<file path="config.mk">
export PLATFORM = sky130hd
export DESIGN_NAME = dmem_arbiter
export DESIGN_NICKNAME = d
export VERILOG_FILES = /design/src/rtl/dmem_arbiter_pkg.sv /design/src/rtl/dmem_arbiter_starve_timer.sv /design/src/rtl/dmem_arbiter.sv
export SDC_FILE = /design/constraint.sdc
export NUM_CORES = 1
export LEC_CHECK = 0
export CORE_UTILIZATION = 41
export DETAILED_ROUTE_END_ITERATION = 10
export HOLD_SLACK_MARGIN = 0.05
export PLACE_DENSITY = 0.82
export SYNTH_ARGS = -nofsm -noshare
export SYNTH_HDL_FRONTEND = slang
export SYNTH_SLANG_ARGS = --single-unit
</file>
<file path="constraint.sdc">
create_clock -name Clock -period 1.73 [get_ports Clock]
set_input_delay 0.2595 -clock Clock [delete_from_list [all_inputs] [get_ports Clock]]
set_output_delay 0.2595 -clock Clock [all_outputs]
set_load 0.005 [all_outputs]
</file>
<file path="src/rtl/dmem_arbiter_pkg.sv">
// Shared types and constants for the data-memory arbiter between the CPU and the host/debug port.
package dmem_arb_pkg;

  localparam int unsigned DEF_AW = 8;
  localparam int unsigned DEF_DW = 16;

  localparam logic OWNER_CPU  = 1'b0;
  localparam logic OWNER_HOST = 1'b1;

  typedef enum logic [2:0] {
    IDLE,
    WAIT,
    HOLD,
    ACCESS,
    RESP
  } state_t;

endpackage

</file>
<file path="src/rtl/dmem_arbiter_starve_timer.sv">
// Saturating count of busy-CPU cycles a pending host request has waited, with a limit-reached flag.
module starve_timer #(
  parameter int unsigned LIMIT = 8
) (
  input  logic Clock,
  input  logic Reset,
  input  logic clr,
  input  logic en,
  output logic limit_hit_c
);

  localparam int unsigned CW = $clog2(LIMIT + 1);

  logic [CW-1:0] count;

  always_ff @(posedge Clock) begin
    if (!Reset || clr) begin
      count <= '0;
    end else if (en && (count != CW'(LIMIT))) begin
      count <= count + CW'(1);
    end
  end

  // Flags the last busy cycle the host may wait before the CPU is frozen.
  assign limit_hit_c = (count == CW'(LIMIT - 1));

endmodule

</file>
<file path="src/rtl/dmem_arbiter.sv">
// Arbitrates the single-port data RAM between the CPU (priority) and the host port,
// freezing the CPU through cpu_hold when a host request has starved too long.
module dmem_arbiter
  import dmem_arb_pkg::*;
#(
  parameter int unsigned AW           = DEF_AW,
  parameter int unsigned DW           = DEF_DW,
  parameter int unsigned STARVE_LIMIT = 8
) (
  input  logic          Clock,
  input  logic          Reset,
  input  logic [AW-1:0] cpu_addr,
  input  logic          cpu_wr,
  input  logic          cpu_rd,
  input  logic [DW-1:0] cpu_wdata,
  input  logic          host_req,
  input  logic          host_we,
  input  logic [AW-1:0] host_addr,
  input  logic [DW-1:0] host_wdata,
  output logic          host_gnt,
  output logic [DW-1:0] host_rdata,
  output logic          host_rvalid,
  output logic          cpu_hold,
  output logic          owner,
  output logic [AW-1:0] mem_addr,
  output logic          mem_wr,
  output logic [DW-1:0] mem_wdata,
  input  logic [DW-1:0] mem_rdata
);

  state_t        state;
  logic          lat_we;
  logic [AW-1:0] lat_addr;
  logic [DW-1:0] lat_wdata;

  logic cpu_busy_c;
  logic timer_clr_c;
  logic timer_en_c;
  logic limit_hit_c;

  assign cpu_busy_c  = cpu_rd | cpu_wr;
  assign timer_clr_c = (state != WAIT) || !host_req;
  assign timer_en_c  = (state == WAIT) && cpu_busy_c;

  starve_timer #(
    .LIMIT (STARVE_LIMIT)
  ) u_starve_timer (
    .Clock       (Clock),
    .Reset       (Reset),
    .clr         (timer_clr_c),
    .en          (timer_en_c),
    .limit_hit_c (limit_hit_c)
  );

  // The counter is always zero in IDLE, so limit_hit_c there means a limit of one cycle.
  always_ff @(posedge Clock) begin
    if (!Reset) begin
      state       <= IDLE;
      lat_we      <= 1'b0;
      lat_addr    <= '0;
      lat_wdata   <= '0;
      host_gnt    <= 1'b0;
      host_rdata  <= '0;
      host_rvalid <= 1'b0;
      cpu_hold    <= 1'b0;
      owner       <= OWNER_CPU;
    end else begin
      host_gnt    <= 1'b0;
      host_rvalid <= 1'b0;
      case (state)
        IDLE: begin
          if (host_req) begin
            lat_we    <= host_we;
            lat_addr  <= host_addr;
            lat_wdata <= host_wdata;
            if (!cpu_busy_c) begin
              state    <= ACCESS;
              host_gnt <= 1'b1;
              owner    <= OWNER_HOST;
            end else if (limit_hit_c) begin
              state    <= HOLD;
              cpu_hold <= 1'b1;
            end else begin
              state <= WAIT;
            end
          end
        end
        WAIT: begin
          if (!host_req) begin
            state <= IDLE;
          end else if (!cpu_busy_c) begin
            state    <= ACCESS;
            host_gnt <= 1'b1;
            owner    <= OWNER_HOST;
          end else if (limit_hit_c) begin
            state    <= HOLD;
            cpu_hold <= 1'b1;
          end
        end
        HOLD: begin
          state    <= ACCESS;
          host_gnt <= 1'b1;
          owner    <= OWNER_HOST;
        end
        ACCESS: begin
          if (lat_we) begin
            state    <= IDLE;
            owner    <= OWNER_CPU;
            cpu_hold <= 1'b0;
          end else begin
            state <= RESP;
          end
        end
        RESP: begin
          state       <= IDLE;
          host_rdata  <= mem_rdata;
          host_rvalid <= 1'b1;
          owner       <= OWNER_CPU;
          cpu_hold    <= 1'b0;
        end
        default: begin
          state    <= IDLE;
          owner    <= OWNER_CPU;
          cpu_hold <= 1'b0;
        end
      endcase
    end
  end

  // RAM port mux; a host write strobes only during the granted cycle.
  assign mem_addr  = (owner == OWNER_HOST) ? lat_addr : cpu_addr;
  assign mem_wdata = (owner == OWNER_HOST) ? lat_wdata : cpu_wdata;
  assign mem_wr    = (owner == OWNER_HOST) ? ((state == ACCESS) && lat_we) : cpu_wr;

endmodule

</file>
==> results_dict.tcl, run 1 <==
set metrics [dict create \
    outcome "finished, final reports clean" \
    io_buffers 114 \
    layout.nets 462 \
    syn2layout_area_growth_pct 56.0 \
    comb_power_share_pct 21.6 \
    post-route-min-period_ps 1650 \
    post-dp-hpwl_um 4340 \
    post-route-period-util_pct 95.3 \
    min_from "lat_wdata[10]" \
    p_switching_w 0.000636 \
    reg2reg_depth 6 \
    grtUsageTotal_pct 21.2 \
    ys.flop_type "dfxtp_1" \
    place_congestion 0.799 \
    drive_gt1_share_pct 21.0 \
    wl_per_cell_um 13.5 \
    internal_power_w 0.00204 \
    ant_nets 0 \
    critPathLaunchType "flip-flop" \
    num-fill-cells 474 \
    r2r_setup_slack_ps 230 \
    dr.pass1.iters 4 \
    worst_setup_path_end_kind "output pin" \
    grt_max_degree 43 \
    initial_utilization_pct 43.1 \
    leakage_nw 1.45 \
    maxSlewViolCount 0 \
    design.core.area_um2 5570 \
    r2r_start "u_starve_timer.count[0]" \
    clkPwrFrac_pct 30.7 \
    hp-class "reg -> reg" \
    wl_um 6240 \
    hold_violations 0 \
    syn_nets 342 \
    min_path_cells 2 \
    ys_seq_area_share_pct 43.4 \
    slew_headroom_pct 65.2 \
    clk_pin_slew_worst_paths_ps 90 \
    overflow 0 \
    ys_warn_count 0 \
    cp_max_fo 7 \
    async_flop_share_pct 0 \
    synth_edf_count 0 \
    clock_sinks 52 \
    row_count 27 \
    syn-cell-area_um2 2400 \
    cp.required_ps 1470 \
    die-area_um2 6170 \
    clock.fmax_ghz 0.606 \
    p_sw_share_pct 23.7 \
    finalNonFillerCells 463 \
    dr.first_iter.drc_count 76 \
    cts_root_buf "clkbuf_8" \
    worst_ep_arrival_time_ps 1390 \
    ir_worst_vdd_v 0.000431 \
    pwr-share-seq_pct 47.7 \
    cts_hold_buf 0 \
    antenna_found_initial 0 \
    rsz0062_at_grt "false" \
    r2r-end "u_starve_timer.count[3]" \
    finalSetupViolCount 0 \
    worstHoldEndpoint "lat_wdata[10]" \
    grt_pass1_vias 2301 \
    timing.max_cap.violations 0 \
    grt_first_pass_wirelength_um 10300 \
    chipHeight_um 78.5 \
    insertion_delay_ps 300 \
    crit_type "reg -> out" \
    cts_buffer_depth 2 \
    drc 0 \
    syn_inst 270 \
    antenna_cells 0 \
    viasPerCell 4.95 \
    worst_slew_pin_slew_ps 521 \
    tns_ps 0 \
    die_w_um 78.5 \
    avgSynthCellArea_um2 8.89 \
    vias 2293 \
    io_pins 115 \
    synth_seq_cells 52 \
    placed_cells 450 \
    yosysUniqueCellTypes 42 \
    skew_ps 2.90 \
    htree_levels 2 \
    p_per_area_nw_per_um2 715 \
    cts_tree "built" \
    cts_buffers 5 \
]
==> cells by family after synthesis <==
family          synth area share, %
xor+xnor                      0.730
mux                            12.1
fa+ha+maj                      1.04
compound gates                 16.2
simple gates                   22.5
flops                          43.4
buf+inv                        4.06
==> power by group through the flow <==
stage	combinational (W)	clock, W	sequential, W
finish	0.000579	0.000821	0.00128
global route	0.000630	0.000892	0.00128
CTS	0.000603	0.000839	0.00128
detailed placement	0.000583	0	0.00130
global placement	0.000572	0	0.00130
floorplan	0.000247	0	0.00129
==> worst max path at each step <==
| stage | cells after the start | slack [ps] | startpoint | endpoint |
|---|---|---|---|---|
| 6_report | 4 | 80 | owner | mem_addr[2] |
| 2_1_floorplan | 3 | 270 | owner | mem_addr[3] |
| 3_5_place_dp | 6 | 30 | host_req | lat_wdata[12] |
| 4_1_cts | 4 | 3 | owner | mem_wdata[9] |
| 5_1_grt | 4 | 30 | owner | mem_addr[2] |
| 3_3_place_gp | 5 | 80 | host_req | u_starve_timer.count[3] |
==> layout by cell type, fill, tap and decap left out, types with 2 or more instances in the layout <==
master	synthesis	routed
clkdlybuf4s50_1	0	88
nand2_1	86	86
dfxtp_1	52	51
a21boi_0	39	39
mux2_2	25	25
clkbuf_2	1	24
buf_4	1	10
nor2_1	8	8
clkbuf_8	0	5
nor2b_1	3	3
a21boi_1	3	3
buf_12	0	3
inv_1	2	2
nand3_1	2	2
nand3b_1	2	2
nand2b_1	2	2
o21a_1	2	2
o21ai_0	2	2
ha_1	2	2
buf_16	0	2
==> critical path: stages (launching register included) <==
cell and delay [ps]:
dfxtp_4 370, buf_12 120, buf_16 120, mux2_2 340, buf_2 140
==> timing repair <==
item                       4_1_cts  5_1_grt
setup endpoints to repair       25       25
hold endpoints to repair         0        0
cloned                           2        1
gates resized for setup         56       25
buffers inserted                 2        0
==> per-stage QoR <==
step / instance area, um2 / power, W / hold WS, ps / utilization (%) / worst slack [ps]
2_1_floorplan: 2400 / 0.00154 / 394 / - / 270
3_3_place_gp: 3650 / 0.00188 / 440 / 65.5 / 76.8
3_5_place_dp: 3650 / 0.00189 / 450 / 65.5 / 30.2
4_1_cts: 3840 / 0.00272 / 461 / 68.9 / 3.37
5_1_grt: 3750 / 0.00281 / 493 / 67.2 / 25.2
6_report: 3750 / 0.00268 / 457 / 67.2 / 81.0
==> area by class of cell <==
class                           instances  area [um2]  share of cell area, %
Clock buffer                            6        72.6                   1.94
Timing Repair Buffer                  130        1230                   32.9
Clock inverter                          2        35.0                  0.935
Inverter                                2        7.51                  0.200
Multi-Input combinational cell        199        1260                   33.7
Sequential cell                        52        1040                   27.9
Tap cell                               72        90.1                   2.40
==> synthesized netlist by cell type, types with 2 or more instances <==
library cell | number | area share [%]
ha_1 | 2 | 1.0
nand3b_1 | 2 | 0.63
dfxtp_1 | 52 | 43
clkbuf_1 | 8 | 1.3
nand2_1 | 86 | 13
o21ai_0 | 2 | 0.42
nor2b_1 | 3 | 0.78
a21boi_0 | 39 | 12
buf_6 | 2 | 0.94
inv_1 | 2 | 0.31
mux2_2 | 25 | 12
o21a_1 | 2 | 0.63
nor2_1 | 8 | 1.3
buf_2 | 5 | 1.0
a21boi_1 | 3 | 0.94
nand3_1 | 2 | 0.42
nand2b_1 | 2 | 0.52
==> state kept, by name, indices dropped and copies added (netlist names) <==
signal	flops
host_gnt	1
lat_we	1
host_rdata	16
host_rvalid	1
lat_addr	8
lat_wdata	16
cpu_hold	1
u_starve_timer.count	4
state	3
owner	1
==> routing by layer <==
layer / global-route usage (%) / share of wire, % / up-vias
met1: 23.0 / 41 / 1075
li1: - / - / 1141
met5: 0 / 0 / -
met2: 40.4 / 53 / 70
met3: 3.95 / 4.2 / 7
met4: 7.41 / 1.3 / 0
Note: power is estimated with default switching activity, not from simulation.
==> run 2, diff against run 1 <==
Settings changed: CORE_ASPECT_RATIO from default to 0.7, PLACE_DENSITY 0.82 to 0.81.
==> run 2 against run 1 <==
  * Routed wire length down 5.6%
  * First-iteration DRC count shrank 45%
  * Sequential share of layout area barely moved
  * Final cell count down 0.65%
  * Maximum frequency fell by 1.9%
  * Clock-buffer cell count is 2 higher
  * Clock power down 15%
  * Largest cell class unchanged
==> results_dict.tcl, run 2 (synthesis results as in run 1) <==
set metrics [dict create \
    syn2layout_area_growth_pct 56.1 \
    layout.nets 459 \
    cts_buffers 5 \
    mostFrequentLayoutCell "clkdlybuf4s50_1" \
    grtUsageTotal_pct 20.3 \
    critPathLaunchType "flip-flop" \
    antenna_cells 0 \
    io_pins 115 \
    min_from "lat_wdata[8]" \
    fin_total_pwr_w 0.00253 \
    num-fill-cells 467 \
    drive_gt1_share_pct 13.7 \
    r2r-end "u_starve_timer.count[3]" \
    initial_utilization_pct 44.1 \
    cts_buffer_depth 2 \
    grt_max_degree 31 \
    seq_area_um2 1040 \
    grt_first_pass_wirelength_um 9670 \
    cp.required_ps 1470 \
    worst_ep_arrival_time_ps 1420 \
    post-route-period-util_pct 97.2 \
    p_per_area_nw_per_um2 674 \
    htree_levels 2 \
    design.core.area_um2 5450 \
    clock.fmax_ghz 0.595 \
    finalSetupViolCount 0 \
    grt_pass1_vias 2178 \
    placed_cells 452 \
    cts_root_buf "clkbuf_8" \
    crit_type "reg -> out" \
    ant_nets 0 \
    insertion_delay_ps 300 \
    biggestRegsByFlops "host_rdata: 16 flops, lat_wdata: 16 flops, lat_addr: 8 flops" \
    worst_setup_path_end_kind "output pin" \
    worstHoldEndpoint "lat_wdata[8]" \
    worst_slew_pin_slew_ps 304 \
    most-common-layout-cells "clkdlybuf4s50_1 (89), nand2_1 (86), dfxtp_1 (51)" \
    antenna_found_initial 0 \
    dp_slack_ps 42.5 \
    clk_pin_slew_worst_paths_ps 80 \
    slew_headroom_pct 79.7 \
    post-dp-hpwl_um 4440 \
    die-area_um2 6170 \
    dr.pass1.iters 6 \
    outcome "finished, final reports clean" \
    fin_ws_ps 48.2 \
    hold_violations 0 \
    rsz0062_at_grt "true" \
    dr.first_iter.drc_count 42 \
    chipHeight_um 66.0 \
    wl_per_cell_um 12.8 \
    reg2reg_depth 5 \
    wl_um 5900 \
    r2r_setup_slack_ps 200 \
    finalNonFillerCells 460 \
    r2r_start "state[1]" \
    cp_max_fo 13 \
    die_w_um 93.5 \
    holdWs_ps 456 \
    post-route-min-period_ps 1680 \
    clock_sinks 52 \
    leakage_nw 1.43 \
    timing.max_cap.violations 0 \
    hp-class "reg -> reg" \
    multi_input_area_um2 1270 \
    place_congestion 0.779 \
    ir_worst_vdd_v 0.000315 \
    io_buffers 114 \
    maxSlewViolCount 0 \
    overflow 0 \
    vias 2205 \
    placed_area_um2 3680 \
    min_path_cells 2 \
    row_count 22 \
    cts_tree "built" \
    viasPerCell 4.79 \
    fin_area_um2 3750 \
    skew_ps 11.6 \
    drc 0 \
]
run 2: changes by cell type in the layout (fill, tap and decap cells not counted), moves of 2 or more:
cell	delta
dlygate4sd2_1	+25
clkbuf_2	-24
buf_16	-2
mux2_2	-2
mux2_4	+2
run 2: worst max-delay path by stage:
stage | depth (start not counted) | start | to
6_report | 3 | owner | mem_addr[0]
5_1_grt | 3 | owner | mem_addr[6]
4_1_cts | 3 | owner | mem_wdata[2]
3_5_place_dp | 5 | cpu_wr | u_starve_timer.count[3]
3_3_place_gp | 5 | cpu_wr | u_starve_timer.count[3]
2_1_floorplan | 3 | owner | mem_addr[3]
run 2: per-layer routing:
layer  part of all wire, %  GRT usage [%]  vias up
met5                     0              0        -
met4                   1.1           6.35        0
met3                   7.7           5.98        6
met2                    46           36.0       78
met1                    45           23.6      986
li1                      -              -     1135
run 2: repair_timing:
| item | CTS | global route |
|---|---|---|
| buffers inserted | 0 | 0 |
| hold buffers | 0 | 0 |
| cloned | 0 | 0 |
| gates resized for setup | 27 | 2 |
| endpoints found under the setup margin | 25 | 2 |
run 2: metrics by stage:
step                setup TNS, ps  utilization [%]
finish                          0             68.8
global route                -3.35             68.8
CTS                             0             68.6
detailed placement              0             67.5
global placement                0             67.5
floorplan                       0                -
run 2: layout make-up:
| cell class | count | share of cell area, % |
|---|---|---|
| clock buffer | 8 | 2.40 |
| multi-input combinational | 199 | 33.9 |
| sequential | 52 | 27.9 |
| tap | 72 | 2.40 |
| inverter | 2 | 0.200 |
| timing repair buffer | 127 | 33.2 |
run 2: worst max-delay path, stage by stage (launching register included):
cell and delay (ps):
dfxtp_4 390, buf_12 140, mux2_2 340, dlygate4sd2_1 260
run 2: where the power goes:
group,internal (W),switching (W)
Sequential,0.00125,0.0000320
Combinational,0.000354,0.000196
Clock,0.000327,0.000371
